## src/rtl/io_pkg.sv

```systemverilog
// Shared definitions for the I/O register slice: register map and the
// interrupt controller handshake states.
package io_pkg;

    localparam logic [1:0] IRQ_ADDR_MASK = 2'd0;
    localparam logic [1:0] IRQ_ADDR_PEND = 2'd1;
    localparam logic [1:0] IRQ_ADDR_STAT = 2'd2;

    localparam int IRQ_STAT_INSVC_BIT = 7;

    typedef enum logic [1:0] {
        IDLE,
        REQ,
        SERVICE
    } irq_state_t;

endpackage

```

## src/rtl/prio_enc.sv

```systemverilog
// Fixed-priority encoder: returns the lowest set index of req.
// Purely combinational.
module prio_enc #(
    parameter int N = 4,
    parameter int W = 2
) (
    input  logic [N-1:0] req,
    output logic [W-1:0] idx,
    output logic         valid
);

    always_comb begin
        // NOTE: every output gets a default before the loop so no path leaves it unassigned (no latch).
        idx   = '0;
        valid = |req;
        // Scan from the top down so the lowest set index is written last and wins.
        for (int i = N - 1; i >= 0; i--) begin
            if (req[i]) begin
                idx = W'(i);
            end
        end
    end

endmodule

```

## src/rtl/irq_ctrl.sv

```systemverilog
// Interrupt controller: latches events as pending, masks, arbitrates by fixed
// priority and runs the irq/ack/eoi handshake with the control unit.
module irq_ctrl
    import io_pkg::*;
#(
    parameter int NIRQ = 4,
    parameter int VW   = 3
) (
    input  logic            clk,
    input  logic            reset,
    input  logic [NIRQ-1:0] src,
    input  logic            we,
    input  logic [1:0]      addr,
    input  logic [7:0]      wdata,
    output logic [7:0]      rdata,
    output logic            irq,
    output logic [VW-1:0]   vector,
    input  logic            ack,
    input  logic            eoi
);

    irq_state_t      state_q;
    logic            irq_q;
    logic [VW-1:0]   vector_q;
    logic [NIRQ-1:0] pending_q, pending_d;
    logic [NIRQ-1:0] mask_q, mask_d;
    logic [NIRQ-1:0] clr;
    logic [VW-1:0]   win_idx;
    logic            win_valid;
    logic            sel_live;
    logic            in_service;
    logic            unused_wdata;

    assign unused_wdata = ^wdata;
    assign in_service   = (state_q == SERVICE);

    prio_enc #(
        .N(NIRQ),
        .W(VW)
    ) u_prio_enc (
        .req  (pending_q & mask_q),
        .idx  (win_idx),
        .valid(win_valid)
    );

    always_comb begin
        mask_d = mask_q;
        clr    = '0;
        if (we && addr == IRQ_ADDR_MASK) begin
            mask_d = wdata[NIRQ-1:0];
        end
        if (we && addr == IRQ_ADDR_PEND) begin
            clr = wdata[NIRQ-1:0];
        end
        if (state_q == REQ && ack) begin
            clr[vector_q] = 1'b1;
        end
        // A new event on the same edge as any clear keeps the bit set.
        pending_d = (pending_q & ~clr) | src;
    end

    // Looks at next-cycle values so a request withdrawn by software drops irq on the write edge.
    assign sel_live = pending_d[vector_q] & mask_d[vector_q];

    always_ff @(posedge clk or posedge reset) begin
        if (reset) begin
            pending_q <= '0;
            mask_q    <= '0;
        end else begin
            // NOTE: sequential state uses non-blocking assignments so every flop samples pre-edge values.
            pending_q <= pending_d;
            mask_q    <= mask_d;
        end
    end

    always_ff @(posedge clk or posedge reset) begin
        if (reset) begin
            state_q  <= IDLE;
            irq_q    <= 1'b0;
            vector_q <= '0;
        end else begin
            case (state_q)
                IDLE: begin
                    if (win_valid) begin
                        state_q  <= REQ;
                        vector_q <= win_idx;
                        irq_q    <= 1'b1;
                    end
                end
                REQ: begin
                    if (ack) begin
                        state_q <= SERVICE;
                        irq_q   <= 1'b0;
                    end else if (!sel_live) begin
                        state_q <= IDLE;
                        irq_q   <= 1'b0;
                    end
                end
                SERVICE: begin
                    if (eoi) begin
                        state_q <= IDLE;
                    end
                end
                default: begin
                    state_q <= IDLE;
                    irq_q   <= 1'b0;
                end
            endcase
        end
    end

    always_comb begin
        rdata = '0;
        case (addr)
            IRQ_ADDR_MASK: rdata[NIRQ-1:0] = mask_q;
            IRQ_ADDR_PEND: rdata[NIRQ-1:0] = pending_q;
            IRQ_ADDR_STAT: begin
                rdata[IRQ_STAT_INSVC_BIT] = in_service;
                rdata[VW-1:0]             = vector_q;
            end
            default: ;
        endcase
    end

    assign irq    = irq_q;
    assign vector = vector_q;

endmodule

```

## config.mk

```make
export PLATFORM = sky130hd
export DESIGN_NAME = irq_ctrl
export DESIGN_NICKNAME = d
export VERILOG_FILES = /design/src/rtl/io_pkg.sv /design/src/rtl/prio_enc.sv /design/src/rtl/irq_ctrl.sv
export SDC_FILE = /design/constraint.sdc
export NUM_CORES = 1
export LEC_CHECK = 0
export ABC_AREA = 1
export BUFFER_PORTS_ARGS = -buffer_cell sky130_fd_sc_hd__buf_2
export CAP_MARGIN = 20
export CORE_MARGIN = 1.5
export CORE_UTILIZATION = 43
export DETAILED_ROUTE_END_ITERATION = 12
export PLACE_DENSITY = 0.74
export SYNTH_ARGS = -nofsm -noshare
export SYNTH_HDL_FRONTEND = slang
export SYNTH_SLANG_ARGS = --single-unit
export TNS_END_PERCENT = 20
```

## constraint.sdc

```tcl
create_clock -name clk -period 1.3 [get_ports clk]
set_clock_uncertainty 0.2 [all_clocks]
set_input_delay 0.13 -clock clk [delete_from_list [all_inputs] [get_ports clk]]
set_output_delay 0.13 -clock clk [all_outputs]
set_load 0.005 [all_outputs]
```

==> results of run 1 <==
==> sequential cells by signal, summed over array words and instances, names as in the netlist <==
register and count:
mask_q 4, pending_q 4, state_q 2, vector 2
irq 1
==> cells by family (layout without fill, tap and decap cells) <==
family,after synthesis,count (layout),share of synthesized area (%)
other,1,4,0.449
DFF,13,13,38.9
AOI/OAI and AO/OA,10,10,8.83
and+or+nand+nor,74,74,40.6
buffers and inverters,19,61,11.2
==> routing by layer <==
metal	vias up	wire, um	share of wire, %
met3	7	112	4.6
met2	34	1240	51
li1	465	-	-
met1	456	1010	42
met5	-	0	0
met4	0	53	2.2
==> placed cells by master, fill, tap and decap left out <==
master and count:
clkbuf_1 1, conb_1 4, buf_4 13, inv_4 1
nand3_2 10, o21bai_1 1, inv_1 10, dlygate4sd3_1 6
o21ai_0 3, dfrtp_2 3, buf_2 22, nand3_1 8
nor2_2 4, o21ai_1 1, nand2_2 10, nor2_1 2
a22o_2 2, buf_6 2, nand4_1 4, nand2_4 1
dfrtp_1 10, o211ai_1 2, o21bai_2 1, nor3_2 1
inv_2 3, nor2_4 4, nand2_1 30, clkbuf_4 3
==> worst max path at each step <==
stage                                 from              end  slack (ns)  depth (start not counted)
floorplan            vector[0]$_DFFE_PP0P_  irq$_DFFE_PP0P_       -0.07                          9
global placement     vector[1]$_DFFE_PP0P_  irq$_DFFE_PP0P_       -0.22                         10
detailed placement   vector[0]$_DFFE_PP0P_  irq$_DFFE_PP0P_       -0.26                         10
CTS                 state_q[0]$_DFFE_PP0P_  irq$_DFFE_PP0P_       -0.22                         11
global route         vector[1]$_DFFE_PP0P_  irq$_DFFE_PP0P_       -0.32                          9
finish               vector[1]$_DFFE_PP0P_         rdata[1]       -0.26                          4
==> synth_stat cells <==
master,n
buf_6,1
dfrtp_1,13
o21ai_1,1
nand4_1,4
buf_4,4
o21bai_2,1
o211ai_1,2
nand2_2,4
nor3_1,1
o21ai_0,3
inv_2,1
nand2_1,37
nor2_4,1
conb_1,1
nand3_1,17
nor2_1,7
nor2_2,2
o21bai_1,1
inv_1,13
a22o_2,2
nand3_2,1
==> cell type report <==
type	count	area [um2]
clock buffers	4	26.3
well taps	25	31.3
multi-input cells	88	528
inverters	14	55.1
repair buffers	43	290
flip-flops and latches	13	329
fillers	143	523
==> where the power goes <==
group | switching [mW] | leakage, nW | internal (mW) | total (mW)
sequential | 0.181 | 0.145 | 0.529 | 0.710
clock | 0.147 | 0.0150 | 0.119 | 0.266
combinational | 0.587 | 0.499 | 0.534 | 1.12
total | 0.915 | 0.659 | 1.18 | 2.10
==> stage by stage <==
stage               cell area (um2)  worst slack, ns  hold WS, ns
global placement               1030           -0.222      -0.0260
detailed placement             1030           -0.265      -0.0124
global route                   1260           -0.321       -0.149
floorplan                       852          -0.0654       -0.193
finish                         1260           -0.263       -0.152
CTS                            1160           -0.222       -0.153
==> what timing repair did <==
action	CTS	global route
resized for setup	12	20
endpoints found under the setup margin	9	9
pin swaps	11	8
buffers inserted	1	3
hold endpoints to repair	22	4
cloned	0	0
==> flow_results.org, run 1 <==
** Worst setup path
- Walking the worst path, the cells encountered are inv_4 -> buf_6 -> o211ai_1 -> buf_2.
- Crit Reg-Reg Startpoint :: vector[0]$_DFFE_PP0P_
- Of all nets on the critical path, the largest fanout is 4.
- For this run, the slowest stage of the critical path takes roughly 0.46 ns.
- Arrival time of data at the critical path endpoint :: between 1 and 1.5 ns
- The critical path is of the reg -> out type.
- Worst reg2reg path depth :: 9
- CP top delay family :: flip-flops
- Slowest-stage cell, CP :: dfrtp_2
- STA classifies the critical path startpoint as a flip-flop.
- Buffers & Inverters on Critical Path :: 3
- Endpoint of the lowest-slack register-to-register path :: irq$_DFFE_PP0P_
- Worst setup slack for register-to-register paths :: -0.25 ns
- Category of the worst setup path capture point :: primary output
- Critical path required time :: ~0.97 ns

** Worst hold path
- Launch instance of the worst min-delay path :: src[1]
- Worst hold-check path type :: in -> reg
- Along the worst hold path, the cell count comes to 2.
- For hold timing, the worst endpoint is pending_q[1]$_DFF_PP0_.

** Floorplan
- Chip width :: 47.1 um
- Effective utilization at floorplan :: 46.9%
- Height of the chip :: 47.1 um
- The floorplan step defined a core boundary enclosing ~0.0018 mm2.
- Number of top-level pins :: 31
- The die covers 0.00222 mm2.
- The floorplan has 15 rows.

** Final layout
- Cells fill 70.7% of the core in the end.
- Layout Cells excl Fill :: 187
- Relative to the synthesized area, the layout overhead comes to 50.7%.
- The post-route netlist has 49.4% of its cells at a drive strength greater than 1.
- 0 antenna diodes ended up in the layout.
- Total number of nets in the final design :: 182

** Timing
- Post-route setup TNS :: -1.59 ns
- The final number of max-transition violations was 0.
- Setup repair after global routing could not meet its margin everywhere.
- Post-route clock period utilization :: 120%
- Final hold violation count :: 4
- The worst path in the final design needs a cycle of 1.56 ns, including I/O delays and setup.
- Transition at the pin with the smallest max-transition slack :: roughly 0.52 ns
- Setup violations remaining at the end of the flow were counted as 9.
- Across all hold checks on the routed design, the worst slack comes to -0.152 ns.
- For this run, the top clock speed supported by timing is 0.640 GHz.
- Setup slack of the critical path after layout :: -0.263 ns
- Max-Slew Margin vs Limit :: 65.0%

** CTS
- Clock slew at reported path FFs :: 0.08 ns
- Max Root-Sink Buffers :: 2
- CTS sink count :: 13
- Counting the buffers created by CTS gives 3.
- Skew-Pair Late Insertion Delay :: ~0.29 ns
- Root buf cell :: clkbuf_4
- After clock tree synthesis, the flow added hold-fix buffers numbering 6.
- Clock tree from TritonCTS :: done
- CTS built an H-tree with a depth of 1.

** Placement
- Number of cells after detailed placement :: 173
- Buffers on Ports :: 22
- Final GP Congestion :: 0.909
- Hpwl dp :: 1.70 mm

** Logic synthesis
- The share of the Yosys chip area taken by registers is 38.9%.
- In this run the cell area of the synthesized design comes to 836 um2.
- Summed over its instances, the top area cell type makes up 38.9% of the synthesized netlist area.
- Library cells used by synthesis :: 21
- By area the synthesized netlist is led by dfrtp_1, nand2_1, nand3_1.
- For this run, the number of Yosys warnings is 0.
- Dividing the synthesized area by the synthesized cell count gives 7.14 um2.
- Counting flops and latches in the post-synthesis netlist gives 13.
- After technology mapping, the gate count stands at 117.
- Post-synth top area cell :: dfrtp_1

** Global route
- For met2 alone, demand over resource in global routing was 37.5%.
- Routing layer with the top usage in global route :: met2
- After global routing the overflow that remains totals 0.
- Global-route usage over all layers :: 22.3%
- Met1 GRT Util :: 27.2%
- Number of global-route vias before repair :: 837
- The initial antenna violation count is 0.
- Global-route wire length before repair :: 3.41 mm
- Entering global routing, the biggest net connects 14 pins.
- In the global route stage, met3 resource usage came out at 4.23%.

** Drt
- Routed wire length per instance :: 12.9 um
- The routed design has 2.41 mm of wire.
- In the routed design, unresolved DRC markers number 0.
- First DRT Iteration DRCs :: 25
- Via count :: 962
- Before antenna repair, the detailed router went through 4 iterations.
- The detail route stage leaves a number of antenna-violating nets equal to 0.
- Vias/cell :: a little over 5

** Power and ir drop
- The completed layout was analyzed and its total power is 2.10 mW.
- Dividing total power by cell area gives a power density of 1660 mW/mm2.
- Static power due to leakage :: 0.659 nW
- The worst-case IR drop observed on VDD is 1.11 mV.

** Run status
- Run status :: finished with violations
- Violations in the final reports :: negative hold slack, negative setup slack

** Run
- The tool flagged a number of max-cap violations equal to 0.
No activity file was read; power rests on OpenSTA's default activity.
==> run 2: changes to the inputs <==
RECOVER_POWER = 25   (was not set)
==> run 2 against run 1 <==
  * Wire length decreased by 0.25%
  * Setup slack about the same
  * Cell count unchanged
  * Sequential share of layout area increased by 0.052 points
  * Clock-buffer cell count unchanged
  * Largest power group unchanged
  * Register-to-register slack about the same
  * The run still ends with negative hold slack, negative setup slack left
  * Via count increased by 0.42%
  * Worst hold slack about the same
==> flow_results.org, run 2 (same netlist as run 1, synthesis figures left out) <==
** Floorplan
- Effective utilization at floorplan :: 46.9% (unchanged)
- The die height came to 47.1 um (unchanged).
- Number of cell rows :: 15 (unchanged)
- Area inside the core boundary :: 0.00178 mm2 (unchanged)
- The area of the die is 0.00222 mm2 (unchanged).
- Number of top-level pins :: 31 (unchanged)
- The width of the die is 47.1 um (unchanged).

** Worst hold path
- Endpoint of the worst hold path :: pending_q[1]$_DFF_PP0_
- Cells on Worst Hold Path :: 2 (unchanged)
- Worst hold-check path type :: in -> reg
- Launch instance of the worst min-delay path :: src[1]

** Drt
- First DRT Iteration DRCs :: 25 (unchanged)
- Vias/cell :: 5.17 (+0.42%)
- Number of detailed-routing iterations run before antenna repair :: 4 (unchanged)
- The average detailed-routed wire length per instance is 12.9 um (-0.25%).
- The detailed-route wire length is 2.41 mm (-0.25%).
- The number of nets with antenna violations after detailed routing was 0 (unchanged).
- Via count :: 966 (+0.42%)
- The post-detailed-route DRC marker count came to 0 (unchanged).

** Power and ir drop
- The leakage power summed over all cells came to 0.659 nW (about the same).
- The worst ir drop on vdd was 1.11 mV (about the same).
- Overall power after layout :: 2.10 mW (about the same)
- Total power divided by cell area :: 1670 mW/mm2 (+0.12%)

** Placement
- Hpwl dp :: 1.70 mm (unchanged)
- The area after detailed placement came to 0.00103 mm2 (unchanged).
- The number of buffers inserted by port buffering came to 22 (unchanged).
- The weighted congestion at the end of routability-driven global placement came to 0.909 (unchanged).

** Worst setup path
- The worst-path maximum fanout came to 4 (unchanged).
- The startpoint identified for the worst register-to-register timing path is vector[0]$_DFFE_PP0P_.
- Walking the worst path, the cells encountered are inv_4 -> buf_6 -> o211ai_1 -> buf_2.
- The arrival time of data at the critical path endpoint came to 1.23 ns (about the same).
- STA classifies the critical path endpoint as a primary output.
- The register-to-register setup slack is -0.25 ns (about the same).
- Type of the worst setup path :: reg -> out
- The worst endpoint required time came to 0.97 ns (about the same).
- Worst reg2reg path depth :: 9 (unchanged)
- Largest stage delay on the critical path :: 0.46 ns (about the same)
- Startpoint types :: flip-flop
- The slowest stage of the critical path is the dfrtp_2 cell.
- The worst register-to-register path ends at irq$_DFFE_PP0P_.

** CTS
- H-tree level count :: 1 (unchanged)
- The CTS clock-pin slew for the worst setup and hold paths came to 0.08 ns (about the same).
- CTS sink count :: 13 (unchanged)
- The number of buffers created by CTS was 3 (unchanged).
- Skew-Pair Late Insertion Delay :: 0.29 ns (about the same)
- Clock tree from TritonCTS :: done
- Max Root-Sink Buffers :: 2 (unchanged)
- Hold-fix buffers at CTS :: 6 (unchanged)
- The tree is rooted in a clkbuf_4.

** Final layout
- Most frequent standard cell in the layout excluding fill and tap cells :: nand2_1
- The area growth from synthesis to layout is 50.4%.
- The final instance area came to 0.00126 mm2 (-0.20%).
- Largest registers :: mask_q: 4 flops, pending_q: 4 flops
- The count of antenna diodes in the layout came to 0 (unchanged).
- The net count of the finished layout came to 182 (unchanged).
- The filler cell count in the final layout is 144 (+0.70%).
- Share of layout cells above drive strength 1 :: 48.8% (-0.62 points)
- Leading cell types in the layout, fill and taps excluded :: nand2_1, buf_2, buf_4

** Timing
- Final hold violation count :: 4 (unchanged)
- Max-Slew Margin vs Limit :: 65.0% (about the same)
- The maximum achievable frequency came to 0.640 GHz (about the same).
- Post-route clock period utilization :: 120% (about the same)
- Setup slack of the critical path after layout :: -0.263 ns (-0.000360 ns)
- Setup repair after global routing could not meet its margin everywhere.
- The slew at the pin closest to its max-slew limit came to 0.524 ns (+0.0000997 ns).
- Number of slew-limit violations in the final report :: 0 (unchanged)
- Post-route setup TNS :: -1.59 ns (+0.00251 ns)
- Final setup viols :: 9 (unchanged)
- The worst hold slack across all endpoints is -0.151 ns (+0.000210 ns).
- Minimum clock period after layout :: 1.56 ns (+0.000360 ns)

** Global route
- The met2 track utilization from global routing was 37.5% (unchanged).
- Antenna violations before repair :: 0 (unchanged)
- Sum of overflow across all layers after global routing :: 0 (unchanged)
- Largest net degree at the start of global routing :: 14 (unchanged)
- The via count of the first global-routing pass is 837 (unchanged).
- In this run the most used layer during global routing was met2.
- Global-route wire length before repair :: 3.41 mm (unchanged)
- The routing usage on met3 came to 4.23% (unchanged).
- The overall track demand over capacity in global routing was 22.3% (unchanged).
- Met1 GRT Util :: 27.2% (unchanged)

** Run status
- The flow ran to the end, but the final reports show violations.
- Violations in the final reports :: negative hold slack, negative setup slack

** Run
- The number of maximum-capacitance violations was 0 (unchanged).
## run 2: per-stage QoR
stage	instances	setup WS (ns)	utilization [%]
after floorplan	120	-0.0654	-
after global placement	173	-0.222	58.0
after detailed placement	173	-0.265	58.0
after CTS	184	-0.222	65.3
after global routing	187	-0.321	70.5
final	187	-0.263	70.5
## run 2: worst max path at each step
stage,from,end,slack (ns),cells after the start
2_1_floorplan,vector[0]$_DFFE_PP0P_,irq$_DFFE_PP0P_,-0.07,9
3_3_place_gp,vector[1]$_DFFE_PP0P_,irq$_DFFE_PP0P_,-0.22,10
3_5_place_dp,vector[0]$_DFFE_PP0P_,irq$_DFFE_PP0P_,-0.26,10
4_1_cts,state_q[0]$_DFFE_PP0P_,irq$_DFFE_PP0P_,-0.22,11
5_1_grt,vector[1]$_DFFE_PP0P_,irq$_DFFE_PP0P_,-0.32,9
6_report,vector[1]$_DFFE_PP0P_,rdata[1],-0.26,4
## run 2: routing by layer
metal  share of wire, %  routed length, um
met4                2.2                 53
met1                 42               1010
met5                  0                  0
met3                4.7                114
met2                 51               1230
## run 2: area by class of cell
| cell class | count | area [um2] | area share [%] |
|---|---|---|---|
| tap | 25 | 31.3 | 2.49 |
| multi-input combinational | 88 | 526 | 41.8 |
| sequential | 13 | 329 | 26.2 |
| clock buffer | 4 | 26.3 | 2.09 |
| timing repair buffer | 43 | 290 | 23.1 |
| inverter | 14 | 55.1 | 4.38 |
## run 2: power by group
part           internal, mW  leakage (nW)  total (mW)  switching, mW
combinational         0.534         0.499        1.12          0.586
sequential            0.529         0.145       0.710          0.181
clock                 0.119        0.0150       0.266          0.147
total                  1.18         0.659        2.10          0.914
## run 2: worst max-delay path: cells and delay by family, from the launching register on
family | cells | cell delay, ns
DFF | 1 | 0.46
buffers and inverters | 3 | 0.33
AOI/OAI and AO/OA | 1 | 0.15
## run 2: repair_timing
| action | in CTS | in global routing |
|---|---|---|
| setup buffers | 1 | 3 |
| pin swaps | 11 | 8 |
| hold endpoints to repair | 22 | 4 |
| resized for setup | 12 | 20 |
| setup endpoints to repair | 9 | 9 |
==> run 3: changes to the inputs <==
CORE_UTILIZATION = 45   (was 43)
clock period = 1.85 ns   (was 1.3 ns; I/O delays follow)
==> run 3 against run 2 <==
  * The flow now finishes without violations
  * Power down 48%
  * Design area down 17%
  * Via count is 10% lower
  * Wire length fell by 21%
  * Critical path depth up 7
  * Global-route usage down 2.4 points
  * Largest cell class unchanged
==> flow_results.org, run 3 (same netlist as run 1, synthesis figures left out) <==
** Run status
- The flow ran to the end, and the final reports show no timing, DRC or antenna violations.

** Worst setup path
- The worst setup path is launched from an input port.
- By startpoint and endpoint, the worst setup path is classified as in -> reg.
- Arrival time of data at the critical path endpoint :: 1.55 ns (+0.32 ns)
- Largest stage delay on the critical path :: 0.44 ns (-0.02 ns)
- Critical path required time :: 1.83 ns (+0.86 ns)
- Slowest-stage cell, CP :: nor2_1
- CP top delay family :: simple AND/OR/NAND/NOR gates
- Buffers & Inverters on Critical Path :: 1 (-2)
- By instance count, the cell type seen most on the critical path is nand2_1.
- Crit-path max FO :: 9 (+5)
- STA classifies the critical path endpoint as a flip-flop.
- The register-to-register setup slack came to 0.28 ns (+0.53 ns).
- Walking the worst path, the cells encountered are clkbuf_1 -> nor2_1 -> nand2_1 -> nand2_2 -> nand2_2 -> nor2_2 -> nor2_2 -> nand3_2 -> o21bai_1 -> nand2_1 -> nand2_1.

** Final layout
- The net count of the finished layout came to 169 (-7.1%).
- Leading cell types in the layout, fill and taps excluded :: nand2_1, buf_2, nand3_1
- Relative to the synthesized area, the layout overhead comes to 24.7%.
- The register area came to 325 um2 (-1.1%).
- Core occupancy in the finished layout :: 60.4% (-10 points)
- Largest registers :: mask_q: 4 flops, pending_q: 4 flops
- Multi-input logic area :: 418 um2 (-20%)
- The count of antenna diodes in the layout is 0 (unchanged).
- Filler cell count in the final layout :: 164 (+14%)
- The final standard cell count with taps included and fillers excluded is 174 (-7.0%).
- Most frequent standard cell in the layout excluding fill and tap cells :: nand2_1
- The layout cell share with drive strength beyond 1 is 22.8% (-26 points).

** Floorplan
- Height of the chip :: 46.1 um (-2.1%)
- Number of top-level pins :: 31 (unchanged)
- The width of the die was 46.1 um (-2.1%).
- Die ar. :: 0.00212 mm2 (-4.2%)
- Area inside the core boundary :: 0.00173 mm2 (-3.2%)
- Number of cell rows :: 15 (unchanged)
- Effective utilization at floorplan :: 48.4% (+1.5 points)

** CTS
- Root buf cell :: clkbuf_4
- The CTS clock-pin slew for the worst setup and hold paths is 0.08 ns (about the same).
- CTS sink count :: 13 (unchanged)
- The post-cts gate resize count came to 0 (-12).
- The buffers inserted during post-CTS setup optimization was 0 (-1).
- Max Root-Sink Buffers :: 2 (unchanged)
- Clock tree from TritonCTS :: done
- H-tree level count :: 1 (unchanged)
- The number of buffers created by CTS is 3 (unchanged).
- The source-to-sink clock delay at the later pin of the worst-skew pair is 0.28 ns (about the same).

** Timing
- The worst max-slew margin expressed relative to the limit is 65.1% (+0.075 points).
- The worst hold slack across all endpoints came to 0.00334 ns (+0.155 ns).
- The final number of max-transition violations came to 0 (unchanged).
- The hold violation total from the final report is 0 (-4).
- Upper clock frequency limit :: 0.634 GHz
- Of the available clock period, the critical path in the final layout requires 85.2%.
- Minimum clock period after layout :: 1.58 ns
- The setup TNS is 0 ns (+1.59 ns).
- Transition at the pin with the smallest max-transition slack :: 0.522 ns (-0.00247 ns)
- Unrepaired setup endpoints after global routing :: false
- Final setup viols :: 0 (-9)
- The post-route worst setup slack is 0.274 ns (+0.537 ns).

** Drt
- The post-detailed-route DRC marker count came to 0 (unchanged).
- The number of nets with antenna violations after detailed routing is 0 (unchanged).
- Routed wire length per instance :: 11.0 um (-15%)
- The via count of the routed design came to 865 (-10%).
- First DRT Iteration DRCs :: 26 (+4.0%)
- Final routed wirelength across all metal layers :: 1.91 mm (-21%)
- The detailed-route vias per instance came to 4.97 (-3.8%).
- Number of detailed-routing iterations run before antenna repair :: 5 (+1)

** Power and ir drop
- The worst ir drop on vdd is 0.687 mV (-38%).
- Static power due to leakage :: 0.564 nW (-15%)
- Total power divided by cell area :: 1060 mW/mm2 (-37%)

** Global route
- Sum of overflow across all layers after global routing :: 0 (unchanged)
- Number of global-route vias before repair :: 736 (-12%)
- Largest net degree at the start of global routing :: 14 (unchanged)
- Global-route wire length before repair :: 2.98 mm (-13%)
- The initial antenna violation count was 0 (unchanged).
- The overall track demand over capacity in global routing was 20.0% (-2.4 points).

** Placement
- Worst setup slack after placement :: 0.286 ns (+0.551 ns)
- The weighted congestion at the end of routability-driven global placement was 0.837 (-7.9%).
- Buffers on Ports :: 22 (unchanged)
- Hpwl dp :: 1.48 mm (-13%)
- The placed instance count is 162 (-6.4%).

** Worst hold path
- Worst hold-check path type :: in -> reg

** Run
- The number of maximum-capacitance violations came to 0 (unchanged).
## run 3: cell types whose count changed in the layout (fill, tap and decap cells not counted), sizes merged
| cell | previous run | this run |
|---|---|---|
| buf | 37 | 21 |
| clkbuf | 4 | 5 |
| dlygate4sd3 | 6 | 8 |
## run 3: worst reg2reg max path, cell delays in order (launching register included)
cell and delay, ns:
dfrtp_1 0.42, nor2_1 0.21, nand3_1 0.11, nand3_1 0.10, nand2_1 0.07, nand2_1 0.07, nand2_1 0.05, nand2_1 0.09
o21bai_1 0.06, nand2_1 0.05, nand2_1 0.04
## run 3: layer usage
| metal | vias up | GRT usage [%] | part of all wire (%) |
|---|---|---|---|
| met5 | - | 0 | 0 |
| met4 | 0 | 11.4 | 3.0 |
| met3 | 9 | 2.75 | 5.8 |
| met2 | 40 | 33.3 | 47 |
| met1 | 377 | 24.3 | 44 |
| li1 | 439 | - | - |
## run 3: worst paths after layout
| check | from | endpoint | cells after the start |
|---|---|---|---|
| setup / recovery | addr[1] | irq$_DFFE_PP0P_ | 11 |
| hold / removal | wdata[2] | mask_q[2]$_DFF_PP0_ | 3 |
| setup reg to reg | state_q[1]$_DFFE_PP0P_ | irq$_DFFE_PP0P_ | 10 |
| hold reg to reg | irq$_DFFE_PP0P_ | irq$_DFFE_PP0P_ | 2 |
| max in group asynchronous | reset | mask_q[3]$_DFF_PP0_ | 3 |
| min in group asynchronous | reset | vector[1]$_DFFE_PP0P_ | 3 |
## run 3: stage by stage
stage	cell area, um2	power (mW)
floorplan	847	0.774
global placement	947	0.905
detailed placement	947	0.912
CTS	1050	1.11
global route	1040	1.20
finish	1040	1.10
## run 3: what timing repair did
| item | in CTS | in global routing |
|---|---|---|
| hold buffers | 8 | 0 |
| endpoints found under the hold margin | 20 | 0 |
| setup endpoints to repair | 0 | 0 |
## run 3: area by class of cell
cell class                      count  share of cell area [%]
Tap cell                           25                    3.00
Clock buffer                        4                    2.52
Sequential cell                    13                    31.2
Inverter                           14                    5.04
Timing Repair Buffer               30                    18.1
Multi-Input combinational cell     88                    40.1
## run 3: power breakdown
part	switching, mW	internal, mW	total (mW)
Clock	0.0936	0.0836	0.177
Sequential	0.0728	0.366	0.439
Combinational	0.294	0.190	0.484
